File: config.mk
export PLATFORM = sky130hd
export DESIGN_NAME = regfile_write_arbiter_flat
export DESIGN_NICKNAME = d
export VERILOG_FILES = /design/src/rtl/regfile_write_arbiter_if.sv /design/src/rtl/regfile_write_arbiter.sv /design/src/flat_wrapper.sv
export SDC_FILE = /design/constraint.sdc
export NUM_CORES = 1
export LEC_CHECK = 0
export ABC_AREA = 0
export CAP_MARGIN = 15
export CORE_MARGIN = 3
export CORE_UTILIZATION = 36
export CTS_BUF_LIST = sky130_fd_sc_hd__clkbuf_8
export CTS_CLUSTER_SIZE = 12
export DETAILED_ROUTE_END_ITERATION = 8
export PLACE_DENSITY_LB_ADDON = 0.05
export SLEW_MARGIN = 20
export SYNTH_ARGS = -nofsm -noshare
export SYNTH_HDL_FRONTEND = slang
export SYNTH_SLANG_ARGS = --single-unit
export TNS_END_PERCENT = 10
File: constraint.sdc
create_clock -name Clk -period 5.2 [get_ports Clk]
set_input_delay 1.04 -clock Clk [delete_from_list [all_inputs] [get_ports Clk]]
set_output_delay 1.04 -clock Clk [all_outputs]
set_load 0.02 [all_outputs]
File: src/rtl/regfile_write_arbiter_if.sv
// Writeback request/response bundle for the register-file write arbiter.
// Master drives the two source requests; slave returns ready and the write port.
interface regfile_write_arbiter_if #(
   parameter int DATA_W = 64,
   parameter int ADDR_W = 5
);
   logic              AluValid;
   logic              AluReady;
   logic [ADDR_W-1:0] AluRW;
   logic [DATA_W-1:0] AluData;
   logic              MemValid;
   logic              MemReady;
   logic [ADDR_W-1:0] MemRW;
   logic [DATA_W-1:0] MemData;
   logic              RegWr;
   logic [ADDR_W-1:0] RW;
   logic [DATA_W-1:0] BusW;

   modport master (
      output AluValid, AluRW, AluData,
      output MemValid, MemRW, MemData,
      input  AluReady, MemReady,
      input  RegWr, RW, BusW
   );

   modport slave (
      input  AluValid, AluRW, AluData,
      input  MemValid, MemRW, MemData,
      output AluReady, MemReady,
      output RegWr, RW, BusW
   );
endinterface

File: src/rtl/regfile_write_arbiter.sv
// Shares the register-file write port between ALU and load writebacks.
// RR_ARB_EN selects round-robin; otherwise Mem-first with an ALU starve guard.
module regfile_write_arbiter #(
   parameter int DATA_W     = 64,
   parameter int ADDR_W     = 5,
   parameter int ZERO_REG   = 31,
   parameter int STARVE_MAX = 4
) (
   input logic                    Clk,
   input logic                    Reset_n,
   regfile_write_arbiter_if.slave bus
);
   localparam logic [ADDR_W-1:0] ZERO_IDX = ADDR_W'(ZERO_REG);

   logic              aluFull;
   logic [ADDR_W-1:0] aluRW;
   logic [DATA_W-1:0] aluData;
   logic              memFull;
   logic [ADDR_W-1:0] memRW;
   logic [DATA_W-1:0] memData;
   logic              memOlder;
   logic              aluIssue;
   logic              memIssue;
   logic              aluAcc;
   logic              memAcc;
   logic              aluFill;
   logic              memFill;
   logic              bothFull;
   logic              sameDst;
   logic              regWr;
   logic [ADDR_W-1:0] rw;
   logic [DATA_W-1:0] busW;

`ifdef RR_ARB_EN
   logic lastAlu;
`else
   localparam int CNT_W = $clog2(STARVE_MAX + 1);
   logic [CNT_W-1:0] starve;
`endif

   assign bothFull = aluFull && memFull;
   assign sameDst  = bothFull && (aluRW == memRW);

   // Pick at most one slot to issue; same-destination age order always wins
   always_comb begin
      aluIssue = 1'b0;
      memIssue = 1'b0;
      if (bothFull) begin
         if (sameDst) begin
            memIssue = memOlder;
            aluIssue = !memOlder;
         end
`ifdef RR_ARB_EN
         else if (lastAlu) begin
            memIssue = 1'b1;
         end else begin
            aluIssue = 1'b1;
         end
`else
         else if (starve >= CNT_W'(STARVE_MAX)) begin
            aluIssue = 1'b1;
         end else begin
            memIssue = 1'b1;
         end
`endif
      end else begin
         aluIssue = aluFull;
         memIssue = memFull;
      end
   end

   assign bus.AluReady = !aluFull || aluIssue;
   assign bus.MemReady = !memFull || memIssue;
   assign aluAcc  = bus.AluValid && bus.AluReady;
   assign memAcc  = bus.MemValid && bus.MemReady;
   assign aluFill = aluAcc && (bus.AluRW != ZERO_IDX);
   assign memFill = memAcc && (bus.MemRW != ZERO_IDX);

   // Holding slots: refill on accept, free on issue; zero-reg requests vanish
   always_ff @(posedge Clk or negedge Reset_n) begin
      if (!Reset_n) begin
         aluFull  <= 1'b0;
         aluRW    <= '0;
         aluData  <= '0;
         memFull  <= 1'b0;
         memRW    <= '0;
         memData  <= '0;
         memOlder <= 1'b1;
      end else begin
         if (aluFill) begin
            aluFull <= 1'b1;
            aluRW   <= bus.AluRW;
            aluData <= bus.AluData;
         end else if (aluIssue) begin
            aluFull <= 1'b0;
         end
         if (memFill) begin
            memFull <= 1'b1;
            memRW   <= bus.MemRW;
            memData <= bus.MemData;
         end else if (memIssue) begin
            memFull <= 1'b0;
         end
         if (aluFill) begin
            memOlder <= 1'b1;
         end else if (memFill) begin
            memOlder <= 1'b0;
         end
      end
   end

   // Registered write pulse; index and data hold when nothing issues
   always_ff @(posedge Clk or negedge Reset_n) begin
      if (!Reset_n) begin
         regWr <= 1'b0;
         rw    <= '0;
         busW  <= '0;
      end else begin
         regWr <= aluIssue || memIssue;
         if (memIssue) begin
            rw   <= memRW;
            busW <= memData;
         end else if (aluIssue) begin
            rw   <= aluRW;
            busW <= aluData;
         end
      end
   end

`ifdef RR_ARB_EN
   // Remember who won the last contended cycle so the other goes next
   always_ff @(posedge Clk or negedge Reset_n) begin
      if (!Reset_n) begin
         lastAlu <= 1'b1;
      end else if (bothFull) begin
         lastAlu <= aluIssue;
      end
   end
`else
   // Count cycles a waiting ALU entry loses; saturates at the forced-win point
   always_ff @(posedge Clk or negedge Reset_n) begin
      if (!Reset_n) begin
         starve <= '0;
      end else if (!aluFull || aluIssue) begin
         starve <= '0;
      end else if (starve < CNT_W'(STARVE_MAX)) begin
         starve <= starve + CNT_W'(1);
      end
   end
`endif

   assign bus.RegWr = regWr;
   assign bus.RW    = rw;
   assign bus.BusW  = busW;
endmodule

File: src/flat_wrapper.sv
// flat-port wrapper written by rule: the top's interface ports become plain ports
module regfile_write_arbiter_flat 
#(
   parameter int DATA_W     = 64,
   parameter int ADDR_W     = 5,
   parameter int ZERO_REG   = 31,
   parameter int STARVE_MAX = 4
)
  (Clk, Reset_n, bus_AluValid, bus_AluRW, bus_AluData, bus_MemValid, bus_MemRW, bus_MemData, bus_AluReady, bus_MemReady, bus_RegWr, bus_RW, bus_BusW);
  regfile_write_arbiter_if #(.DATA_W(DATA_W), .ADDR_W(ADDR_W)) bus_i ();
  input logic Clk;
  input logic Reset_n;
  input wire logic [$bits(bus_i.AluValid)-1:0] bus_AluValid;
  input wire logic [$bits(bus_i.AluRW)-1:0] bus_AluRW;
  input wire logic [$bits(bus_i.AluData)-1:0] bus_AluData;
  input wire logic [$bits(bus_i.MemValid)-1:0] bus_MemValid;
  input wire logic [$bits(bus_i.MemRW)-1:0] bus_MemRW;
  input wire logic [$bits(bus_i.MemData)-1:0] bus_MemData;
  output wire logic [$bits(bus_i.AluReady)-1:0] bus_AluReady;
  output wire logic [$bits(bus_i.MemReady)-1:0] bus_MemReady;
  output wire logic [$bits(bus_i.RegWr)-1:0] bus_RegWr;
  output wire logic [$bits(bus_i.RW)-1:0] bus_RW;
  output wire logic [$bits(bus_i.BusW)-1:0] bus_BusW;
  assign bus_i.AluValid = bus_AluValid;
  assign bus_i.AluRW = bus_AluRW;
  assign bus_i.AluData = bus_AluData;
  assign bus_i.MemValid = bus_MemValid;
  assign bus_i.MemRW = bus_MemRW;
  assign bus_i.MemData = bus_MemData;
  assign bus_AluReady = bus_i.AluReady;
  assign bus_MemReady = bus_i.MemReady;
  assign bus_RegWr = bus_i.RegWr;
  assign bus_RW = bus_i.RW;
  assign bus_BusW = bus_i.BusW;
  regfile_write_arbiter #(.DATA_W(DATA_W), .ADDR_W(ADDR_W), .ZERO_REG(ZERO_REG), .STARVE_MAX(STARVE_MAX)) u_core (.Clk(Clk), .Reset_n(Reset_n), .bus(bus_i));
endmodule
---- Word level (Yosys, flattened, before mapping) ----
Cells that the tools add are included.
cells by class
  order comparisons ....................... 2
  eq/ne operators ......................... 3
  reductions and logical operators ........ 17
  muxes and demuxes ....................... 18
  add/sub/neg operators ................... 1
operators by type and width
  operator                                                   number
  2-to-1 mux 64 bit                                          2
  2-to-1 mux 1 bit                                           12
  2-to-1 mux 5 bit                                           2
  != test 5 bit (second input constant)                      2
  nonzero test 2 bit                                         5
  logical AND 1 bit                                          6
  2-to-1 mux 3 bit                                           2
  equality test 5 bit                                        1
  adder 3 x 1 -> 3 bit (second input constant)               1
  greater-or-equal comparator 3 bit (second input constant)  1
  logical NOT 1 bit                                          3
  logical OR 1 bit                                           3
  less-than comparator 3 bit (second input constant)         1
storage, ports and cells
  logic and storage cells ................. 52
  register bits after elaboration ......... 214
  bits of input ports ..................... 142
  output and inout port bits .............. 72

---- Longest topological paths before layout ----
  word-level depth ........................ 9
  mapped depth ............................ 9
  gate-level depth less buffers ........... 5

---- Worst setup path after synthesis ----
No wires, ideal clock.
  kind .................................... register -> output
  start ................................... register u_core.memRW[3]
  end ..................................... output port bus_AluReady
  required time ........................... 4160 ps
  data arrival time ....................... 1559 ps
  setup slack ............................. 2601 ps
  cell stages (with the launch flop) ...... 6
  buffers on the path ..................... 1
  cells stage by stage .................... dfrtp_1 xnor2_1 nand4_1 or2_0 buf_2 a21oi_1
between the ends
  longest elaborated chain between the ends .. 5
ends and longest elaborated chain
  what                    RTL line                     text
  from (decl)             regfile_write_arbiter.sv:19  logic [ADDR_W-1:0] memRW;
  from (signal assigned)  regfile_write_arbiter.sv:99  memRW <= bus.MemRW;
  equality test 5 bit     regfile_write_arbiter.sv:42  assign sameDst = bothFull && (aluRW == memRW);
  logical AND 1 bit       regfile_write_arbiter.sv:42
  2-to-1 mux 1 bit        regfile_write_arbiter.sv:49  if (sameDst) begin
  2-to-1 mux 1 bit        regfile_write_arbiter.sv:48  if (bothFull) begin
  logical OR 1 bit        regfile_write_arbiter.sv:72  assign bus.AluReady = !aluFull || aluIssue;
  to (decl)               flat_wrapper.sv:19           output wire logic [$bits(bus_i.AluReady)-1:0] bus_AluReady;
No other way between the ends.

---- Worst setup path after layout ----
  start ................................... register u_core.memFull
  end ..................................... output port bus_AluReady
between the ends
  longest elaborated chain between the ends .. 5
ends and longest elaborated chain
  what                    RTL line                      text
  from (decl)             regfile_write_arbiter.sv:18   logic memFull;
  from (signal assigned)  regfile_write_arbiter.sv:85   memFull <= 1'b0;
  from (signal assigned)  regfile_write_arbiter.sv:98   memFull <= 1'b1;
  from (signal assigned)  regfile_write_arbiter.sv:102  memFull <= 1'b0;
  logical AND 1 bit (*)   regfile_write_arbiter.sv:41   assign bothFull = aluFull && memFull;
  logical AND 1 bit       regfile_write_arbiter.sv:42
  2-to-1 mux 1 bit        regfile_write_arbiter.sv:49
  2-to-1 mux 1 bit (*)    regfile_write_arbiter.sv:48
  logical OR 1 bit (*)    regfile_write_arbiter.sv:72
Every way passes the cells marked *; elsewhere a longest branch is shown, timed or not.

==> impl_metrics.env <==
export IMPL_firstDrtPassIters=4
export IMPL_avgSynthCellArea_um2=14.8
export IMPL_antenna_left=0
export IMPL_leakage_uw=0.00477
export IMPL_wl_per_cell_um=20.8
export IMPL_max_vdd_ir_drop_v=0.000205
export IMPL_crit_chain="nand3_1 -> or2_0 -> a21oi_1 -> clkdlybuf4s50_1"
export IMPL_use_met3_pct=5.83
export IMPL_met1_usage_pct=23.8
export IMPL_tns_ns=0
export IMPL_critPathKind="flop to primary output"
export IMPL_cts_tree="built"
export IMPL_hp_class="flop to flop"
export IMPL_drt_first_iter_violations=279
export IMPL_finalSetupViolCount=0
export IMPL_combPwrFrac_pct=23.6
export IMPL_swShare_pct=28.3
export IMPL_syn_inst=585
export IMPL_die_w_um=161
export IMPL_tightest_slew_ns=0.941
export IMPL_hold_viol=0
export IMPL_endpoint_kind="primary output"
export IMPL_required_ns=4.16
export IMPL_grt_overflow_total=0
export IMPL_insertion_delay_ns=0.51
export IMPL_status="finished, final reports clean"
export IMPL_skew_ns=0.0135
export IMPL_power_frac_clock_pct=31.2
export IMPL_grt_max_degree=119
export IMPL_clock_fmax_ghz=0.235
export IMPL_ys_ff_latch=214
export IMPL_cts_max_path_buffers=3
export IMPL_avgViaCountPerCell=5.17
export IMPL_routed_wirelength_um=23900
export IMPL_antenna_found_initial=1
export IMPL_max_stage_delay_ns=0.80
export IMPL_final_area_um2=11800
export IMPL_cts_sinks=214
export IMPL_power_switching_uw=1350
export IMPL_grt_pass1_wl_um=37800
export IMPL_grtUsageTotal_pct=18.4
export IMPL_syn_area_um2=8630
export IMPL_internal_power_uw=3420
export IMPL_path_buf_inv=1
export IMPL_cts_root_buf="clkbuf_8"
export IMPL_power_density_nw_per_um2=403
export IMPL_dp_final_hpwl_um=14700
export IMPL_drv_cap=0
export IMPL_route_detailed_drc=0
export IMPL_dieArea_um2=25900
export IMPL_crit_slowest_cell="dfrtp_2"
export IMPL_p_total_uw=4770
export IMPL_die_h_um=161
export IMPL_core_um2=23500
export IMPL_seq_area_frac_synth_pct=62.0
export IMPL_whs_ns=0.495
export IMPL_slew_headroom_pct=37.3
export IMPL_synth_nets=729
export IMPL_grt_pass1_vias=6626
export IMPL_fin_crit_ns=4.25
export IMPL_cts_clk_slew_worst_paths_ns=0.06
export IMPL_area_delta_synth_final_pct=36.9
export IMPL_pwr_share_seq_pct=45.2
export IMPL_post_cts_buffers=0
export IMPL_drive_above_1_share_pct=32.2
export IMPL_ctsHoldBuffers=0
export IMPL_grtUsageMet2_pct=30.2
export IMPL_critPathTopFamily="flip-flops"
export IMPL_start_kind="flop"
export IMPL_rows=56
export IMPL_initial_utilization_pct=36.7
export IMPL_rsz0062_at_grt="no"
export IMPL_nets=949
export IMPL_drv_slew=0
export IMPL_cts_buffers=40
export IMPL_n_antenna_cell=0
export IMPL_fin_crit_sh_pct=81.8
export IMPL_gp_congestion=0.761
export IMPL_worst_ep_arrival_time_ns=3.21
export IMPL_htree_levels=2
export IMPL_numPortBuffers=213
export IMPL_crit_fanout=34
export IMPL_top_usage_layer="met2"
export IMPL_synth_distinct_cells=35
export IMPL_vias=5942
export IMPL_io_pins=214
export IMPL_post_cts_resized=0
export IMPL_yosysWarningCount=0
export IMPL_placedInstanceArea_um2=11100
flip-flops by register name (all words and copies together) (netlist names), 3 cells and up:
signal,flops
u_core.memData,64
u_core.aluRW,5
u_core.starve,3
u_core.bus.RW,5
u_core.aluData,64
u_core.bus.BusW,64
u_core.memRW,5
synthesized netlist by cell type:
library cell,instances,share of area [%]
xnor2_1,5,0.51
o21ai_0,1,0.058
o211ai_2,1,0.14
a211oi_2,1,0.14
nand4_1,1,0.073
a32oi_1,2,0.20
nor3_1,1,0.058
buf_6,2,0.26
o221a_2,69,9.0
nor2_1,4,0.17
mux2_2,126,16
a311o_1,1,0.12
o2111ai_1,1,0.10
buf_2,23,1.3
nor2b_1,2,0.14
ha_1,2,0.29
a2bb2oi_1,2,0.20
xor2_1,1,0.10
o21a_1,1,0.087
a31oi_2,1,0.14
a21oi_1,2,0.12
inv_1,9,0.39
or3_1,69,5.0
mux2_1,8,1.0
clkbuf_1,21,0.91
a21o_1,1,0.087
buf_1,1,0.043
nand3_1,4,0.23
dfrtp_1,213,62
dfstp_2,1,0.30
or2_2,1,0.073
or2_0,1,0.073
nand2_1,5,0.22
o211ai_1,1,0.087
o31a_1,1,0.10
final timing paths:
path / cells past startpoint / endpoint / startpoint / slack (ns)
hold / removal: 1 / u_core.aluData[4] / u_core.aluData[4] / 0.49
max in group asynchronous: 2 / u_core.bus.BusW[18] / Reset_n / 3.48
setup reg to reg: 5 / u_core.bus.BusW[5] / u_core.memFull / 1.70
setup / recovery: 4 / bus_AluReady / u_core.memFull / 0.95
min in group asynchronous: 1 / u_core.aluData[1] / Reset_n / 0.59
hold reg to reg: 1 / u_core.aluData[4] / u_core.aluData[4] / 0.49
cell usage in the layout, fill, tap and decap left out, types with 4 or more instances in the layout:
| cell | Yosys | routed |
|---|---|---|
| inv_1 | 9 | 25 |
| clkdlybuf4s50_1 | 0 | 212 |
| or3_1 | 69 | 69 |
| nand2_1 | 5 | 5 |
| mux2_2 | 126 | 126 |
| mux2_1 | 8 | 8 |
| buf_4 | 0 | 11 |
| nand3_1 | 4 | 4 |
| dfrtp_1 | 213 | 211 |
| nor2_1 | 4 | 4 |
| xnor2_1 | 5 | 5 |
| o221a_2 | 69 | 69 |
| clkbuf_8 | 0 | 49 |
cells by family after synthesis:
logic type,count (synthesis),synth area share [%]
compound gates,85,10.6
xor+xnor,6,0.609
fa+ha+maj,2,0.290
buf+inv,56,2.94
flops,214,62.0
mux,134,17.5
simple gates,88,6.04
layout make-up:
class                      count  area [um2]
sequential                   214        5360
clock inverter                19        77.6
inverter                       9        33.8
clock buffer                  48         661
timing repair buffer         225        2240
multi-input combinational    315        3050
tap                          319         399
fill                        2116       11700
power by group through the flow:
stage / Combinational (uW) / Clock [uW] / Sequential [uW]
3_5_place_dp: 1140 / 0 / 2180
4_1_cts: 1150 / 1550 / 2160
3_3_place_gp: 1120 / 0 / 2170
2_1_floorplan: 468 / 0 / 2280
6_report: 1120 / 1490 / 2160
5_1_grt: 1200 / 1640 / 2190
metal layers:
metal,wire length [um],share of wire (%),vias up
met1,10200,43,3057
met2,11500,48,205
li1,-,-,2641
met3,1850,7.8,37
met4,356,1.5,2
met5,13,0.054,-
metrics by stage:
stage,setup slack (ns),std cells,util [%]
CTS,0.880,1149,50.2
global route,0.696,1149,50.2
global placement,1.50,1082,47.1
detailed placement,1.44,1082,47.1
finish,0.948,1149,50.2
floorplan,2.60,585,-
Power figures use the tool's default switching activity.
